## config.mk

```make
export PLATFORM = sky130hd
export DESIGN_NAME = bf_loop_ctrl
export DESIGN_NICKNAME = d
export VERILOG_FILES = /design/src/rtl/bf_pkg.sv /design/src/rtl/bf_loop_ctrl.sv
export SDC_FILE = /design/constraint.sdc
export NUM_CORES = 1
export LEC_CHECK = 0
export CAP_MARGIN = 20
export CORE_AREA = 2 2 99 101
export DETAILED_ROUTE_END_ITERATION = 8
export DIE_AREA = 0 0 101 103
export GPL_TIMING_DRIVEN = 0
export HOLD_SLACK_MARGIN = 0.08
export PLACE_DENSITY = 0.54
export SETUP_SLACK_MARGIN = 0.2
export SLEW_MARGIN = 30
export SYNTH_ARGS = -nofsm -noshare
export SYNTH_HDL_FRONTEND = slang
export SYNTH_SLANG_ARGS = --single-unit
```

## constraint.sdc

```tcl
create_clock -name clk -period 3.1 [get_ports clk]
set_clock_uncertainty 0.1 [all_clocks]
set_input_delay 0.465 -clock clk [delete_from_list [all_inputs] [get_ports clk]]
set_output_delay 0.465 -clock clk [all_outputs]
set_load 0.1 [all_outputs]
```

## src/rtl/bf_pkg.sv

```systemverilog
// Shared types for the brainfuck core: bracket-controller opcodes and
// loop-controller state encoding.
package bf_pkg;

    typedef enum logic [1:0] {
        OP_NOP   = 2'd0,
        OP_OPEN  = 2'd1,
        OP_CLOSE = 2'd2,
        OP_OTHER = 2'd3
    } bf_op_e;

    typedef enum logic [1:0] {
        RUN   = 2'd0,
        SKIP  = 2'd1,
        ERROR = 2'd2
    } bf_state_e;

endpackage

```

## src/rtl/bf_loop_ctrl.sv

```systemverilog
// Bracket loop controller: pushes taken '[' PCs onto an external stack,
// branches back on ']' and performs the nested forward-skip on a zero cell.
module bf_loop_ctrl
    import bf_pkg::*;
#(
    parameter int DEPTH = 4,
    parameter int WIDTH = 16
) (
    input  logic             clk,
    input  logic             rst,
    input  logic             cmd_valid,
    output logic             cmd_ready,
    input  logic [1:0]       cmd_op,
    input  logic [WIDTH-1:0] cmd_pc,
    input  logic             cell_zero,
    output logic             skip,
    output logic             jump_valid,
    output logic [WIDTH-1:0] jump_pc,
    output logic [DEPTH:0]   sp,
    output logic             err_overflow,
    output logic             err_underflow,
    output logic [DEPTH-1:0] stk_ra,
    input  logic [WIDTH-1:0] stk_rd,
    output logic             stk_we,
    output logic [DEPTH-1:0] stk_wa,
    output logic [WIDTH-1:0] stk_wd
);

    localparam logic [DEPTH:0]   SP_FULL   = {1'b1, {DEPTH{1'b0}}};
    localparam logic [DEPTH:0]   SP_ZERO   = {(DEPTH+1){1'b0}};
    localparam logic [WIDTH-1:0] NEST_MAX  = {WIDTH{1'b1}};
    localparam logic [WIDTH-1:0] NEST_ONE  = {{(WIDTH-1){1'b0}}, 1'b1};

    bf_state_e        state_q, state_d;
    logic [DEPTH:0]   sp_q, sp_d;
    logic [WIDTH-1:0] nest_q, nest_d;
    logic             jump_valid_q, jump_valid_d;
    logic [WIDTH-1:0] jump_pc_q, jump_pc_d;
    logic             err_ovf_q, err_ovf_d;
    logic             err_unf_q, err_unf_d;

    logic accept_s;
    logic is_open_s;
    logic is_close_s;
    logic full_s;
    logic empty_s;
    logic ready_s;

    assign is_open_s  = (cmd_op == OP_OPEN);
    assign is_close_s = (cmd_op == OP_CLOSE);
    assign full_s     = (sp_q == SP_FULL);
    assign empty_s    = (sp_q == SP_ZERO);
    assign ready_s    = (state_q != ERROR);
    assign accept_s   = cmd_valid & ready_s;

    // State and datapath registers, cleared asynchronously
    always_ff @(posedge clk or posedge rst) begin
        if (rst) begin
            state_q      <= RUN;
            sp_q         <= SP_ZERO;
            nest_q       <= {WIDTH{1'b0}};
            jump_valid_q <= 1'b0;
            jump_pc_q    <= {WIDTH{1'b0}};
            err_ovf_q    <= 1'b0;
            err_unf_q    <= 1'b0;
        end else begin
            state_q      <= state_d;
            sp_q         <= sp_d;
            nest_q       <= nest_d;
            jump_valid_q <= jump_valid_d;
            jump_pc_q    <= jump_pc_d;
            err_ovf_q    <= err_ovf_d;
            err_unf_q    <= err_unf_d;
        end
    end

    // Next-state selection
    always_comb begin
        state_d = state_q;
        case (state_q)
            RUN: begin
                if (accept_s && is_open_s) begin
                    if (cell_zero) begin
                        state_d = SKIP;
                    end else if (full_s) begin
                        state_d = ERROR;
                    end else begin
                        state_d = RUN;
                    end
                end else if (accept_s && is_close_s && empty_s) begin
                    state_d = ERROR;
                end else begin
                    state_d = RUN;
                end
            end
            SKIP: begin
                if (accept_s && is_open_s && (nest_q == NEST_MAX)) begin
                    state_d = ERROR;
                end else if (accept_s && is_close_s && (nest_q == NEST_ONE)) begin
                    state_d = RUN;
                end else begin
                    state_d = SKIP;
                end
            end
            ERROR:   state_d = ERROR;
            default: state_d = ERROR;
        endcase
    end

    // Stack pointer, skip nesting depth, jump target and sticky errors
    always_comb begin
        sp_d         = sp_q;
        nest_d       = nest_q;
        jump_valid_d = 1'b0;
        jump_pc_d    = jump_pc_q;
        err_ovf_d    = err_ovf_q;
        err_unf_d    = err_unf_q;
        case (state_q)
            RUN: begin
                if (accept_s && is_open_s) begin
                    if (cell_zero) begin
                        nest_d = NEST_ONE;
                    end else if (full_s) begin
                        err_ovf_d = 1'b1;
                    end else begin
                        sp_d = sp_q + {{DEPTH{1'b0}}, 1'b1};
                    end
                end else if (accept_s && is_close_s) begin
                    if (empty_s) begin
                        err_unf_d = 1'b1;
                    end else if (!cell_zero) begin
                        // Branch to the instruction just after the saved '['
                        jump_valid_d = 1'b1;
                        jump_pc_d    = stk_rd + NEST_ONE;
                    end else begin
                        sp_d = sp_q - {{DEPTH{1'b0}}, 1'b1};
                    end
                end else begin
                    sp_d = sp_q;
                end
            end
            SKIP: begin
                if (accept_s && is_open_s) begin
                    if (nest_q == NEST_MAX) begin
                        err_ovf_d = 1'b1;
                    end else begin
                        nest_d = nest_q + NEST_ONE;
                    end
                end else if (accept_s && is_close_s) begin
                    nest_d = nest_q - NEST_ONE;
                end else begin
                    nest_d = nest_q;
                end
            end
            ERROR:   jump_valid_d = 1'b0;
            default: jump_valid_d = 1'b0;
        endcase
    end

    // Outputs and stack port drive
    always_comb begin
        cmd_ready     = ready_s;
        skip          = (state_q == SKIP);
        jump_valid    = jump_valid_q;
        jump_pc       = jump_pc_q;
        sp            = sp_q;
        err_overflow  = err_ovf_q;
        err_underflow = err_unf_q;
        stk_ra        = sp_q[DEPTH-1:0] - {{(DEPTH-1){1'b0}}, 1'b1};
        stk_wa        = sp_q[DEPTH-1:0];
        stk_wd        = cmd_pc;
        stk_we        = accept_s & (state_q == RUN) & is_open_s & ~cell_zero & ~full_s;
    end

endmodule

```

; ---- Yosys cells after proc, flatten, opt, wreduce, memory -nomap -nowiden
; Index checks and enable logic that the tools add are counted.
[word_totals]
in_bits = 38
output_inout_bits = 51
ff_bits = 42
[classes]
n_eq_ne = 18
muxes = 30
bitwise = 9
addsub = 6
n_reduce_logical = 15
[op_table]
columns = cell, n
row1 = 16-bit 2-to-1 mux, 5
row2 = "16-bit by 1-bit adder with 16-bit output, second input constant", 2
row3 = 16-bit one-hot mux with 2 select lines, 1
row4 = 5-bit 2-to-1 mux, 6
row5 = "16-bit by 1-bit equality test with 1-bit output, second input constant", 1
row6 = "16-bit equality test, second input constant", 1
row7 = "16-bit by 1-bit subtractor with 16-bit output, second input constant", 1
row8 = "2-bit inequality test, second input constant", 7
row9 = 6-bit AND reduction, 2
row10 = 1-bit 2-to-1 mux, 11
row11 = 2-bit 2-to-1 mux, 5
row12 = 5-bit AND reduction, 2
row13 = "2-bit by 1-bit inequality test with 1-bit output, second input constant", 3
row14 = 2-bit nonzero test, 3
row15 = "5-bit by 1-bit adder with 5-bit output, second input constant", 1
row16 = 1-bit bitwise AND, 5
row17 = "5-bit equality test, second input constant", 1
row18 = 1-bit logical AND, 5
row19 = 5-bit logical NOT, 1
row20 = "5-bit by 1-bit subtractor with 5-bit output, second input constant", 1
row21 = "2-bit by 1-bit equality test with 1-bit output, second input constant", 2
row22 = 1-bit NOT, 4
row23 = 2-bit one-hot mux with 2 select lines, 1
row24 = 4-bit AND reduction, 1
row25 = 6 further kinds, 6

; ---- Longest topological paths before layout
; Gate-level depths: netlist of run 1.
[depth]
ltp_word = 7
ltp_mapped = 11
mapped_depth_nobuf = 9

; ---- Worst setup path before layout of run 1
; No wires, ideal clock.
[synth_path]
kind = reg2out
start = reg sp_q[0], in the netlist sp[0]
end = out stk_ra[2]
path_slack_ps = -1094
t_required_ps = 2535
stages_incl_launch_ff = 4
arrival_time_ps = 3629
n_path_buf = 0
path_cell_list = dfrtp_1 -> inv_1 -> ha_1 -> xor2_1
[synth_between]
elab_chain_len = 1
[synth_rtl]
columns = element, line
row1 = from (decl), bf_loop_ctrl.sv:35  ; logic [DEPTH:0] sp_q, sp_d;
row2 = from (signal assigned), bf_loop_ctrl.sv:68  ; sp_q <= sp_d;
row3 = 4-bit by 1-bit subtractor with 4-bit output, bf_loop_ctrl.sv:169  ; stk_ra = sp_q[DEPTH-1:0] - {{(DEPTH-1){1'b0}}, 1'b1};
row4 = to (decl), bf_loop_ctrl.sv:22  ; output logic [DEPTH-1:0] stk_ra,
; No other way between the ends.

; ---- Final worst setup path of run 1
[layout_path]
start = reg state_q[0]
end = out skip
[layout_between]
elab_chain_len = 1
[layout_rtl]
columns = element, line
row1 = from (decl), bf_loop_ctrl.sv:34  ; bf_state_e state_q, state_d;
row2 = from (signal assigned), bf_loop_ctrl.sv:67  ; state_q <= state_d;
row3 = 2-bit by 1-bit equality test with 1-bit output, bf_loop_ctrl.sv:163  ; skip = (state_q == SKIP);
row4 = to (decl), bf_loop_ctrl.sv:16  ; output logic skip,
; No other way between the ends.

==> results of run 1 <==
-- placed cells by master, fill, tap and decap left out, drive strengths merged, types with 3 or more instances in the layout --
cell type	instances
a21oi	18
and3	11
buf	29
clkbuf	15
clkdlybuf4s50	66
dfrtp	42
dlygate4sd2	4
ha	9
inv	9
nand2	15
nand2b	3
nand3	22
nand4	6
nor2	39
nor2b	3
nor3	11
o2111ai	4
o211ai	3
o21ai	9
o22ai	4
xnor2	11
xor2	24
-- Yosys cell counts, types with 2 or more instances --
cell       number
dfrtp_1        42
nor2_1         39
xor2_1         24
nand3_1        21
buf_4          20
a21oi_1        18
nand2_1        15
and3_1         11
nor3_1         11
xnor2_1        11
inv_1          10
ha_1            9
o21ai_0         9
clkbuf_1        8
nand4_1         6
buf_2           4
o2111ai_1       4
nand2b_1        3
nor2b_1         3
o211ai_1        3
o22ai_1         3
a21o_1          2
and3b_1         2
mux2_2          2
mux2i_1         2
nand3b_1        2
nor3b_1         2
nor4_1          2
o31ai_1         2
or3_1           2
-- cells by family (layout without fill, tap and decap cells) --
kind of cell / Yosys count / in the layout
xor+xnor: 35 / 35
buf+inv: 44 / 126
simple gates: 126 / 126
flops: 42 / 42
fa+ha+maj: 10 / 10
compound gates: 48 / 48
mux: 4 / 4
-- worst reg2reg max path: cells and delay by family (launching register included) --
family                     cells  cell delay (ps)
buffers and inverters          3              460
xor gates and xnor gates       2              290
adders and majority gates      1              440
DFF                            1              440
and+or+nand+nor                3              380
AOI/OAI and AO/OA              2              370
-- per-stage QoR --
step / instance area, µm² / setup WS [ps] / utilization [%]
global route: 3770 / 214 / 39.8
detailed placement: 3640 / -793 / 38.5
global placement: 3620 / -806 / 38.3
floorplan: 2760 / 34.3 / -
CTS: 3760 / 278 / 39.7
finish: 3770 / 354 / 39.8
-- repair_timing --
| item | 4_1_cts | 5_1_grt |
|---|---|---|
| buffers inserted | 1 | 0 |
| pin swaps | 1 | 0 |
| endpoints found under the setup margin | 7 | 1 |
| hold endpoints to repair | 0 | 0 |
| resized for setup | 10 | 4 |
-- worst max-delay path by stage --
| stage | slack, ps | endpoint | depth (start not counted) |
|---|---|---|---|
| 2_1_floorplan | 30 | stk_ra[2] | 3 |
| 3_3_place_gp | -810 | stk_we | 6 |
| 3_5_place_dp | -790 | stk_we | 6 |
| 4_1_cts | 280 | sp[4] | 11 |
| 5_1_grt | 210 | sp[4] | 11 |
| 6_report | 350 | skip | 2 |
-- routing by layer --
| metal | wire length [µm] | share of wire [%] | vias up | global-route usage (%) |
|---|---|---|---|---|
| met5 | 0 | 0 | - | 0 |
| met4 | 18 | 0.27 | 0 | 4.47 |
| met3 | 518 | 7.7 | 4 | 4.20 |
| met2 | 3070 | 46 | 80 | 21.4 |
| met1 | 3120 | 46 | 1155 | 17.7 |
| li1 | - | - | 1213 | - |
-- flip-flops by register name (all words and copies together) (netlist names) --
| register | cells |
|---|---|
| jump_pc | 16 |
| nest_q | 16 |
| sp | 5 |
| state_q | 2 |
| err_overflow | 1 |
| err_underflow | 1 |
| jump_valid | 1 |
-- final cells by class --
cell class                      count  area share (%)
Tap cell                          114            3.78
Timing Repair Buffer               74            19.7
Multi-Input combinational cell    223            38.5
Inverter                           10            1.10
Clock buffer                        7            2.29
Clock inverter                      1           0.797
Buffer                             34            5.91
Sequential cell                    42            28.0
==> impl_metrics.py, run 1 <==
metrics = {
    "layout": {
        "seqCellArea_mm2": 0.00105,
        "fillers": 987,
        "finalNetCount": 438,
        "drive_gt1_share_pct": 12.8,
        "syn_to_final_growth_pct": 38.0,
        "multiInputGateArea_mm2": 0.00145,
        "final_cell_count_no_fill": 505,
        "antenna_cells": 0,
    },
    "logic_synthesis": {
        "synth-simple-area-share_pct": 23.5,
        "yosysWarnings": 0,
        "yosys.area_share.adder_pct": 4.86,
        "synthMuxAreaShare_pct": 1.56,
        "syn_area_per_cell_um2": 8.84,
        "async_flop_share_pct": 100,
        "synth_nets": 357,
        "synth_xor_area_share_pct": 11.2,
        "ys_seq_area_share_pct": 38.5,
        "synth_compound_area_share_pct": 11.1,
        "synthDistinctLibCells": 47,
        "syn_area_mm2": 0.00273,
        "synth-main-ff-cell": "dfrtp_1",
        "synth_top_area_share_pct": 38.5,
        "syn_inst": 309,
        "yosysTopAreaCell": "dfrtp_1",
        "synth-edff-count": 0,
        "ys_top_cells_by_area": "dfrtp_1 (38%), xor2_1 (7.7%), buf_4 (5.5%), nor2_1 (5.4%), ha_1 (4.1%)",
        "ys_ff_latch": 42,
        "synth_top_family_by_area": "simple AND/OR/NAND/NOR gates",
    },
    "die": {
        "core_mm2": 0.00946,
        "ios": 89,
        "design.die.area_mm2": 0.0104,
        "die_y_um": 103,
        "start_util_pct": 28.9,
        "die_w_um": 101,
        "row_count": 36,
    },
    "global_routing": {
        "grt_remaining_overflow": 0,
        "antenna_found_initial": 0,
        "grt_pass1_wl_um": 11400,
        "track_usage_pct": 13.5,
        "grt_max_degree": 28,
        "grt_pass1_vias": 2429,
    },
    "critical_path": {
        "worstPathRequired_ps": 2530,
        "crit_slowest_cell": "clkdlybuf4s50_1",
        "reg2reg_depth": 11,
        "worstReg2RegStart": "state_q[1]",
        "endpoint_kind": "primary output",
        "slowest_delay_ps": 1180,
        "timing.rr.end": "sp[4]",
        "path_delay_family": "buffers and inverters",
        "crit_fanout": 6,
        "critPathLaunchType": "flip-flop",
        "crit_arrival_ps": 2180,
        "r2r_setup_slack_ps": 500,
        "path_cells": "nor2b_2 -> clkdlybuf4s50_1",
        "worst-path-buf-inv": 1,
        "crit_type": "reg -> out",
        "critPathLaunch": "state_q[0]",
    },
    "routing": {
        "wl_per_cell_um": 13.3,
        "drtIter0Drc": 126,
        "drt-pass1-iter-count": 4,
        "ant_nets": 0,
        "vias": 2452,
        "drcViolationCount": 0,
        "viasPerCell": 4.86,
        "routed_wl_um": 6730,
    },
    "place": {
        "hpwl_um": 5150,
        "dp.cells": 496,
        "gp_congestion": 0.845,
        "port_buffers": 72,
    },
    "clock_tree": {
        "clk_latency_ps": 290,
        "numCtsBuffers": 5,
        "clock_sinks": 42,
        "ctsLongestPathBuffers": 2,
        "cts.hold.buffers_added": 0,
        "clockRootBuffer": "clkbuf_8",
        "htreeDepth": 2,
        "cts_tree": "yes",
        "clk_pin_slew_worst_paths_ps": 80,
    },
    "sta": {
        "whs_ps": 362,
        "hold_violations": 0,
        "min_period_over_period_pct": 88.6,
        "setup_tns_ps": 0,
        "max_freq_ghz": 0.364,
        "setup_viol": 0,
        "layout_min_cycle_time_ps": 2750,
        "slew_viol_final": 0,
        "worst_pin_slew_ps": 997,
        "rsz0062_at_grt": "no",
        "max_slew_margin_pct": 33.3,
    },
    "job": {
        "max_cap_violations": 0,
    },
    "run_status": {
        "status": "complete, no violations",
    },
    "min_path": {
        "min_path_type": "in -> async",
    },
}
Power of run 1 is left out: the tool's default activity adds up to more than one toggle a clock period on the data nets, which glitch-free logic cannot reach.
==> inputs of run 2 (changes only) <==
Settings changed: CORE_AREA 2 2 99 101 to 2 2 80 82, DIE_AREA 0 0 101 103 to 0 0 82 84, PLACE_DENSITY 0.54 to 0.78.
==> run 2 against run 1 <==
  * Non-clock buffer count up 3
  * Register-to-register slack worse by 20 ps
  * Critical path depth up 9
  * Clock-buffer cell count down 1
  * Via count up 1.3%
  * Routed wire length down 3.0%
  * Global-route usage up 6.3 points
  * Cell area up 0.37%
  * Flip-flop and latch count unchanged
  * Sequential share of layout area down 0.10 points
  * Final cell count down 6.7%
  * Highest routed layer unchanged
==> impl_metrics.py, run 2 (synthesized netlist as in run 1, its figures left out) <==
metrics = {
    "sta": {
        "setup_slack_ps": 334,
        "max_slew_margin_pct": 33.1,
        "hold_violations": 0,
        "layout_min_cycle_time_ps": 2770,
        "slew_viol_final": 0,
        "max_freq_ghz": 0.362,
        "worst_pin_slew_ps": 1000,
        "rsz0062_at_grt": "no",
        "setup_viol": 0,
        "min_period_over_period_pct": 89.2,
    },
    "layout": {
        "finalNetCount": 441,
        "antenna_cells": 0,
        "layout_common_cells": "clkdlybuf4s50_1 (67), dfrtp_1 (41), nor2_1 (38)",
        "drive_gt1_share_pct": 14.2,
        "syn_to_final_growth_pct": 38.5,
        "mostFrequentLayoutCell": "clkdlybuf4s50_1",
    },
    "routing": {
        "routed_wl_um": 6530,
        "drtIter0Drc": 138,
        "drt-pass1-iter-count": 4,
        "viasPerCell": 5.28,
        "drcViolationCount": 0,
        "wl_per_cell_um": 13.9,
        "vias": 2485,
        "ant_nets": 0,
    },
    "job": {
        "max_cap_violations": 0,
    },
    "clock_tree": {
        "clk_latency_ps": 290,
        "ctsLongestPathBuffers": 2,
        "cts.hold.buffers_added": 0,
        "clock_sinks": 42,
        "htreeDepth": 2,
        "numCtsBuffers": 5,
        "clk_pin_slew_worst_paths_ps": 80,
        "clockRootBuffer": "clkbuf_8",
        "cts_tree": "yes",
    },
    "place": {
        "port_buffers": 72,
        "dp_slack_ps": -791,
        "hpwl_um": 5010,
        "gp_congestion": 0.849,
    },
    "global_routing": {
        "antenna_found_initial": 0,
        "grt_pass1_wl_um": 10900,
        "grt_remaining_overflow": 0,
        "track_usage_pct": 19.8,
        "grt_max_degree": 25,
        "grt_pass1_vias": 2486,
    },
    "run_status": {
        "status": "complete, no violations",
    },
    "critical_path": {
        "endpoint_kind": "flip-flop",
        "path_delay_family": "buffers and inverters",
        "crit_fanout": 10,
        "crit_arrival_ps": 2850,
        "crit_slowest_cell": "clkdlybuf4s50_1",
        "worst-path-buf-inv": 3,
        "critPathLaunchType": "primary input",
        "worstPathRequired_ps": 3180,
        "slowest_delay_ps": 560,
        "path_cells": "clkdlybuf4s50_1 -> nand3b_1 -> nor2_2 -> buf_6 -> clkinvlp_4 -> fa_1 -> a21o_1 -> a21oi_1 -> xnor2_1 -> nor2_1 -> xor2_1",
        "crit_type": "in -> reg",
    },
    "die": {
        "row_count": 29,
        "start_util_pct": 44.8,
        "die_w_um": 82,
        "core_mm2": 0.00610,
        "ios": 89,
        "design.die.area_mm2": 0.00689,
        "die_y_um": 84,
    },
    "min_path": {
        "min_path_type": "in -> async",
    },
}
[run 2: worst register-to-register path: stages, from the launching register on]
cell	delay [ps]
dfrtp_1	450
nor2b_1	170
buf_6	140
nor2_2	140
buf_6	170
clkinvlp_4	150
fa_1	430
a21o_1	200
a21oi_1	190
xnor2_1	140
nor2_1	60
xor2_1	160
[run 2: worst paths after layout]
kind                               startpoint  slack [ps]  depth (start not counted)            end
min in group clk                err_underflow         410                          1  err_underflow
worst min register to register  err_underflow         410                          1  err_underflow
worst max register to register     state_q[1]         480                         11          sp[4]
worst min-delay path                      rst         390                          2     jump_pc[4]
max in group asynchronous                 rst        2050                          3     nest_q[11]
worst max-delay path                cmd_op[0]         330                         11          sp[4]
[run 2: metrics by stage]
stage,hold WS [ps],utilization [%],instance area (µm²),std cells,setup TNS [ps]
finish,389,62.0,3780,471,0
global route,416,62.0,3780,471,0
CTS,393,61.5,3750,468,0
detailed placement,385,59.2,3610,459,-1660
global placement,359,58.7,3580,458,-1510
floorplan,413,-,2760,309,0
[run 2: cell type report]
type / count / area [µm²]
repair buffers: 77 / 768
plain buffers: 34 / 223
clock inverters: 2 / 60.1
inverters: 10 / 45.0
well taps: 77 / 96.3
multi-input cells: 223 / 1450
fillers: 536 / 2310
clock buffers: 6 / 82.6
flip-flops and latches: 42 / 1050
[run 2: what timing repair did]
item / CTS / global route
gates resized for setup: 10 / 5
buffers inserted: 1 / 3
pin swaps: 1 / 0
hold endpoints to repair: 0 / 0
setup endpoints to repair: 7 / 1
[run 2: per-layer routing]
metal / wire length (µm) / share of wire [%] / up-vias / GRT usage, %
met5: 0 / 0 / - / 0
met4: 67 / 1.0 / 0 / 4.70
met3: 454 / 7.0 / 8 / 5.95
met2: 3160 / 48 / 94 / 32.9
met1: 2850 / 44 / 1164 / 25.1
li1: - / - / 1219 / -
Power of run 2 is left out for the same reason.
==> variant 1 (flow settings as in run 1) <==
Change the parameter `WIDTH` from 16 to 20.
--- a/src/rtl/bf_loop_ctrl.sv
+++ b/src/rtl/bf_loop_ctrl.sv
@@ -4,7 +4,7 @@
     import bf_pkg::*;
 #(
     parameter int DEPTH = 4,
-    parameter int WIDTH = 16
+    parameter int WIDTH = 20
 ) (
     input  logic             clk,
     input  logic             rst,
Interface: changed (resized cmd_pc, jump_pc, stk_rd and stk_wd); port bits go from 89 to 105. The function was not compared with the original's and may differ.
==> variant 1 against run 1 <==
Non-clock buffer count is 21 higher; synthesized cell count is 23% higher; sequential cell count rose by 8; cell area rose by 23%; area after synthesis is 23% higher; setup slack got worse by 0.047 ns; fmax decreased by 1.7%; wire length is 29% higher; cell count rose by 17%.
==> variant 1: results (changes against run 1) <==
[status]
status = complete, no violations

[cells_and_area]
nClkBuffers = 6  ; -1
diodes = 0  ; unchanged
buffers = 129  ; +19%
clock_area_frac = 0.0187  ; -0.0122
multi_input_area_mm2 = 0.00191  ; +31%
drive_above_1_share = 0.158  ; +0.0297
multi_input_gates = 274  ; +23%
fin_cells = 590  ; +17%
inverters = 15  ; +5
n_fill_cell = 924  ; -6.4%
buf_share = 0.251  ; -0.00449
nNetsFinal = 531  ; +21%
syn2layout_area_growth_pct = 37.2
seq_area_mm2 = 0.00125  ; +19%

[critical_path]
cpPeakStageDelay_ns = 0.86  ; -0.32 ns
startpoint = sp[0]
cp_slowest_cell = dlygate4sd2_1
worstPathArrival_ns = 2.23  ; +0.05 ns
cp_max_fo = 7  ; +1

[drt]
post_drt_wl_per_cell_um = 14.7  ; +11%
first_pass_iters = 4  ; unchanged
drt_iter0_drc = 81  ; -36%
num_vias = 3047  ; +24%

[clock_tree]
path_clk_slew_ns = 0.10  ; +0.02 ns
cts_sinks = 50  ; +19%
cts.htree.levels = 2  ; unchanged
clk_latency_ns = 0.31  ; +0.02 ns
cts-root-buf = clkbuf_8
clock_path_buffers = 2  ; unchanged

[placement]
dp.cells = 579  ; +17%
place_ws_ns = -0.889  ; -0.0961 ns
numPortBuffers = 84  ; +17%
dp_hpwl_um = 6550  ; +27%
place_area_mm2 = 0.00450  ; +23%
routabilityCongestion = 0.900  ; +6.4%

[synthesis]
ys.flop_type = dfrtp_1
syn_nets = 436  ; +22%
synth_common_cells = 50 x dfrtp_1, 45 x nor2_1, 27 x a21oi_1
ys_seq_area_frac = 0.372  ; -0.0132
yosys-top-cells-area = dfrtp_1 37%, xor2_1 6.5%, buf_4 5.4%
async_flop_share = 1.00  ; unchanged
synth_cells = 380  ; +23%
synth.distinct_cells = 55  ; +17%

[pwr]
ir_worst_vdd_mv = 0.660
p_switching_uw = 3160

[grt]
grt_pass1_wl_um = 14100  ; +24%
grt_max_degree = 44  ; +57%
grt_pass1_vias = 2867  ; +18%
grtUsageTotal = 0.169  ; +0.0338
antenna_found_initial = 0  ; unchanged

[timing]
relSlewSlack = 0.323  ; -0.0102

## variant 1: worst max-delay path, delay by kind of cell (launching register included)
family	cells	cell delay, ns
xor gates and xnor gates	1	0.13
adders and majority gates	1	0.27
DFF	1	0.49
buffers and inverters	2	1.02
## variant 1: power groups by stage
stage	Clock [uW]	Combinational (uW)	Sequential, uW
global route	428	3870	1160
detailed placement	0	3730	1140
global placement	0	3710	1130
floorplan	0	1720	2330
finish	390	3700	1120
CTS	408	3710	1120
## variant 1: path summary, 6_finish.rpt
path | endpoint | slack, ns | cells past startpoint
max in group asynchronous | sp[0] | 2.18 | 3
setup / recovery | stk_ra[2] | 0.31 | 4
setup reg to reg | nest_q[8] | 0.37 | 9
hold reg to reg | err_underflow | 0.39 | 1
min in group clk | err_underflow | 0.39 | 1
hold / removal | jump_pc[15] | 0.29 | 2
## variant 1: timing repair
| action | CTS | global route |
|---|---|---|
| pin swaps | 1 | 1 |
| resized for setup | 10 | 6 |
| setup buffers | 2 | 1 |
| endpoints found under the setup margin | 27 | 18 |
## variant 1: cells by family after synthesis
family / count (synthesis) / synth area share
muxes: 5 / 0.0160
buffers and inverters: 56 / 0.0940
DFF: 50 / 0.372
xor gates and xnor gates: 38 / 0.0988
AOI/OAI and AO/OA: 67 / 0.131
and+or+nand+nor: 154 / 0.249
adders and majority gates: 10 / 0.0394
## variant 1: metal layers
layer / wire, um / track usage / part of all wire
met5: 0 / 0 / 0
met4: 80 / 0.0468 / 0.0092
met3: 395 / 0.0264 / 0.045
met2: 4030 / 0.275 / 0.46
met1: 4180 / 0.235 / 0.48
==> variant 2 (settings of run 1) <==
Made on the original files. The 3 states of `bf_state_e` get a one-hot encoding in 3 bits.
--- a/src/rtl/bf_pkg.sv
+++ b/src/rtl/bf_pkg.sv
@@ -9,10 +9,10 @@
         OP_OTHER = 2'd3
     } bf_op_e;
 
-    typedef enum logic [1:0] {
-        RUN   = 2'd0,
-        SKIP  = 2'd1,
-        ERROR = 2'd2
+    typedef enum logic [2:0] {
+        RUN   = 3'b001,
+        SKIP  = 3'b010,
+        ERROR = 3'b100
     } bf_state_e;
 
 endpackage
Check against the original RTL: same outputs for any inputs over 4 cycles, from zero or initial values and one cycle with rst high; so few cycles prove little.
==> variant 2 against run 1 <==
Wire length rose by 15%; sequential cell count grew 1; non-clock buffer count increased by 2; setup slack worse by 0.033 ns; area after synthesis up 7.0%; cell area is 7.0% higher; utilization rose by 2.8 points; register-to-register slack worse by 0.07 ns; count of clock-buffer cells in the layout decreased by 2.
Power is left out: it rests on default switching activity, and per cell area and clock period it moved more than threefold.
==> variant 2: results (changes against run 1) <==
[grt]
grt_use_met2 = 0.251  ; +0.0369
grtUsageTotal = 0.150  ; +0.0150
grt_max_degree = 44  ; +57%
grt_use_met1 = 0.201  ; +0.0233
grt_pass1_wl_um = 12600  ; +10%
grt_pass1_vias = 2607  ; +7.3%
gr-usage-met3 = 0.0244  ; -0.0176

[cells_and_area]
seq_area_mm2 = 0.00108  ; +2.5%
multi_input_gates = 232  ; +4.0%
multi_input_area_share = 0.415  ; +0.0305
n_fill_cell = 922  ; -6.6%
clock_area_frac = 0.0338  ; +0.00295
nNetsFinal = 448  ; +2.3%
diodes = 0  ; unchanged
buffers = 110  ; +1.9%
drive_above_1_share = 0.151  ; +0.0235
multi_input_area_mm2 = 0.00167  ; +15%
buf_share = 0.236  ; -0.0191

[synthesis]
syn_avg_cell_area_um2 = 9.10  ; +3.0%
ys_seq_area_frac = 0.369  ; -0.0161
synth_common_cells = 42 x dfrtp_1, 29 x a21oi_1, 26 x nor2_1
yosys-top-cells-area = dfrtp_1 36%, buf_4 5.4%, a21oi_1 5.0%
syn_nets = 367  ; +2.8%
async_flop_share = 1.00  ; unchanged
synth.distinct_cells = 54  ; +15%

[drt]
wl_met3_um = 430  ; -17%
wl_um = 7710  ; +15%
num_vias = 2720  ; +11%
wl_met2_um = 3470  ; +13%
first_pass_iters = 4  ; unchanged
met1_length_um = 3670  ; +17%
drt_iter0_drc = 130  ; +3.2%
viasPerCell = 5.26  ; +8.4%

[clock_tree]
clk_latency_ns = 0.30
cts_sinks = 43  ; +2.4%
clock_path_buffers = 2  ; unchanged
cts_buffers = 5  ; unchanged
path_clk_slew_ns = 0.09
cts-root-buf = clkbuf_8
cts_resized = 14  ; +4
post_cts_buffers = 0  ; -1

[timing]
relSlewSlack = 0.341  ; +0.00839

[critical_path]
cp_max_fo = 9  ; +3
cp_slowest_cell = clkdlybuf4s15_1
cpPeakStageDelay_ns = 0.83  ; -0.35 ns
worstPathArrival_ns = 2.21  ; +0.03 ns

[placement]
place_area_mm2 = 0.00387  ; +6.2%
routabilityCongestion = 0.803  ; -5.0%
place_ws_ns = -0.630  ; +0.162 ns
dp.cells = 507  ; +2.2%
dp_hpwl_um = 5630  ; +9.4%

[hold_path]
holdCritPathClass = reg -> reg

[status]
status = complete, no violations

==> variant 2: changes by cell type after synthesis, sizes merged, moves of 4 or more <==
cell and delta:
nor2 -13, xor2 -12, and3 -7, and4 +4, or4 +11, nand3 -12, a22oi +4, o31ai +9
a21oi +11
==> variant 2: final timing paths <==
kind	to	cells after the start	slack [ns]	from
setup / recovery	stk_ra[2]	4	0.32	sp[1]
hold / removal	err_overflow	1	0.38	err_overflow
setup reg to reg	nest_q[13]	6	0.43	nest_q[2]
hold reg to reg	err_overflow	1	0.38	err_overflow
max in group asynchronous	sp[0]	2	1.99	rst
min in group asynchronous	jump_pc[12]	2	0.47	rst
==> variant 2: cell families (layout without fill, tap and decap cells) <==
group                    Yosys count  in the layout  synth area share
multiplexers                       8              8            0.0287
adder cells (fa/ha/maj)            8              8            0.0343
XOR/XNOR                          22             22            0.0660
AO/OA/AOI/OAI                     74             74             0.171
AND/OR/NAND/NOR                  120            120             0.243
buffers and inverters             46            128            0.0882
flip-flops                        43             43             0.369
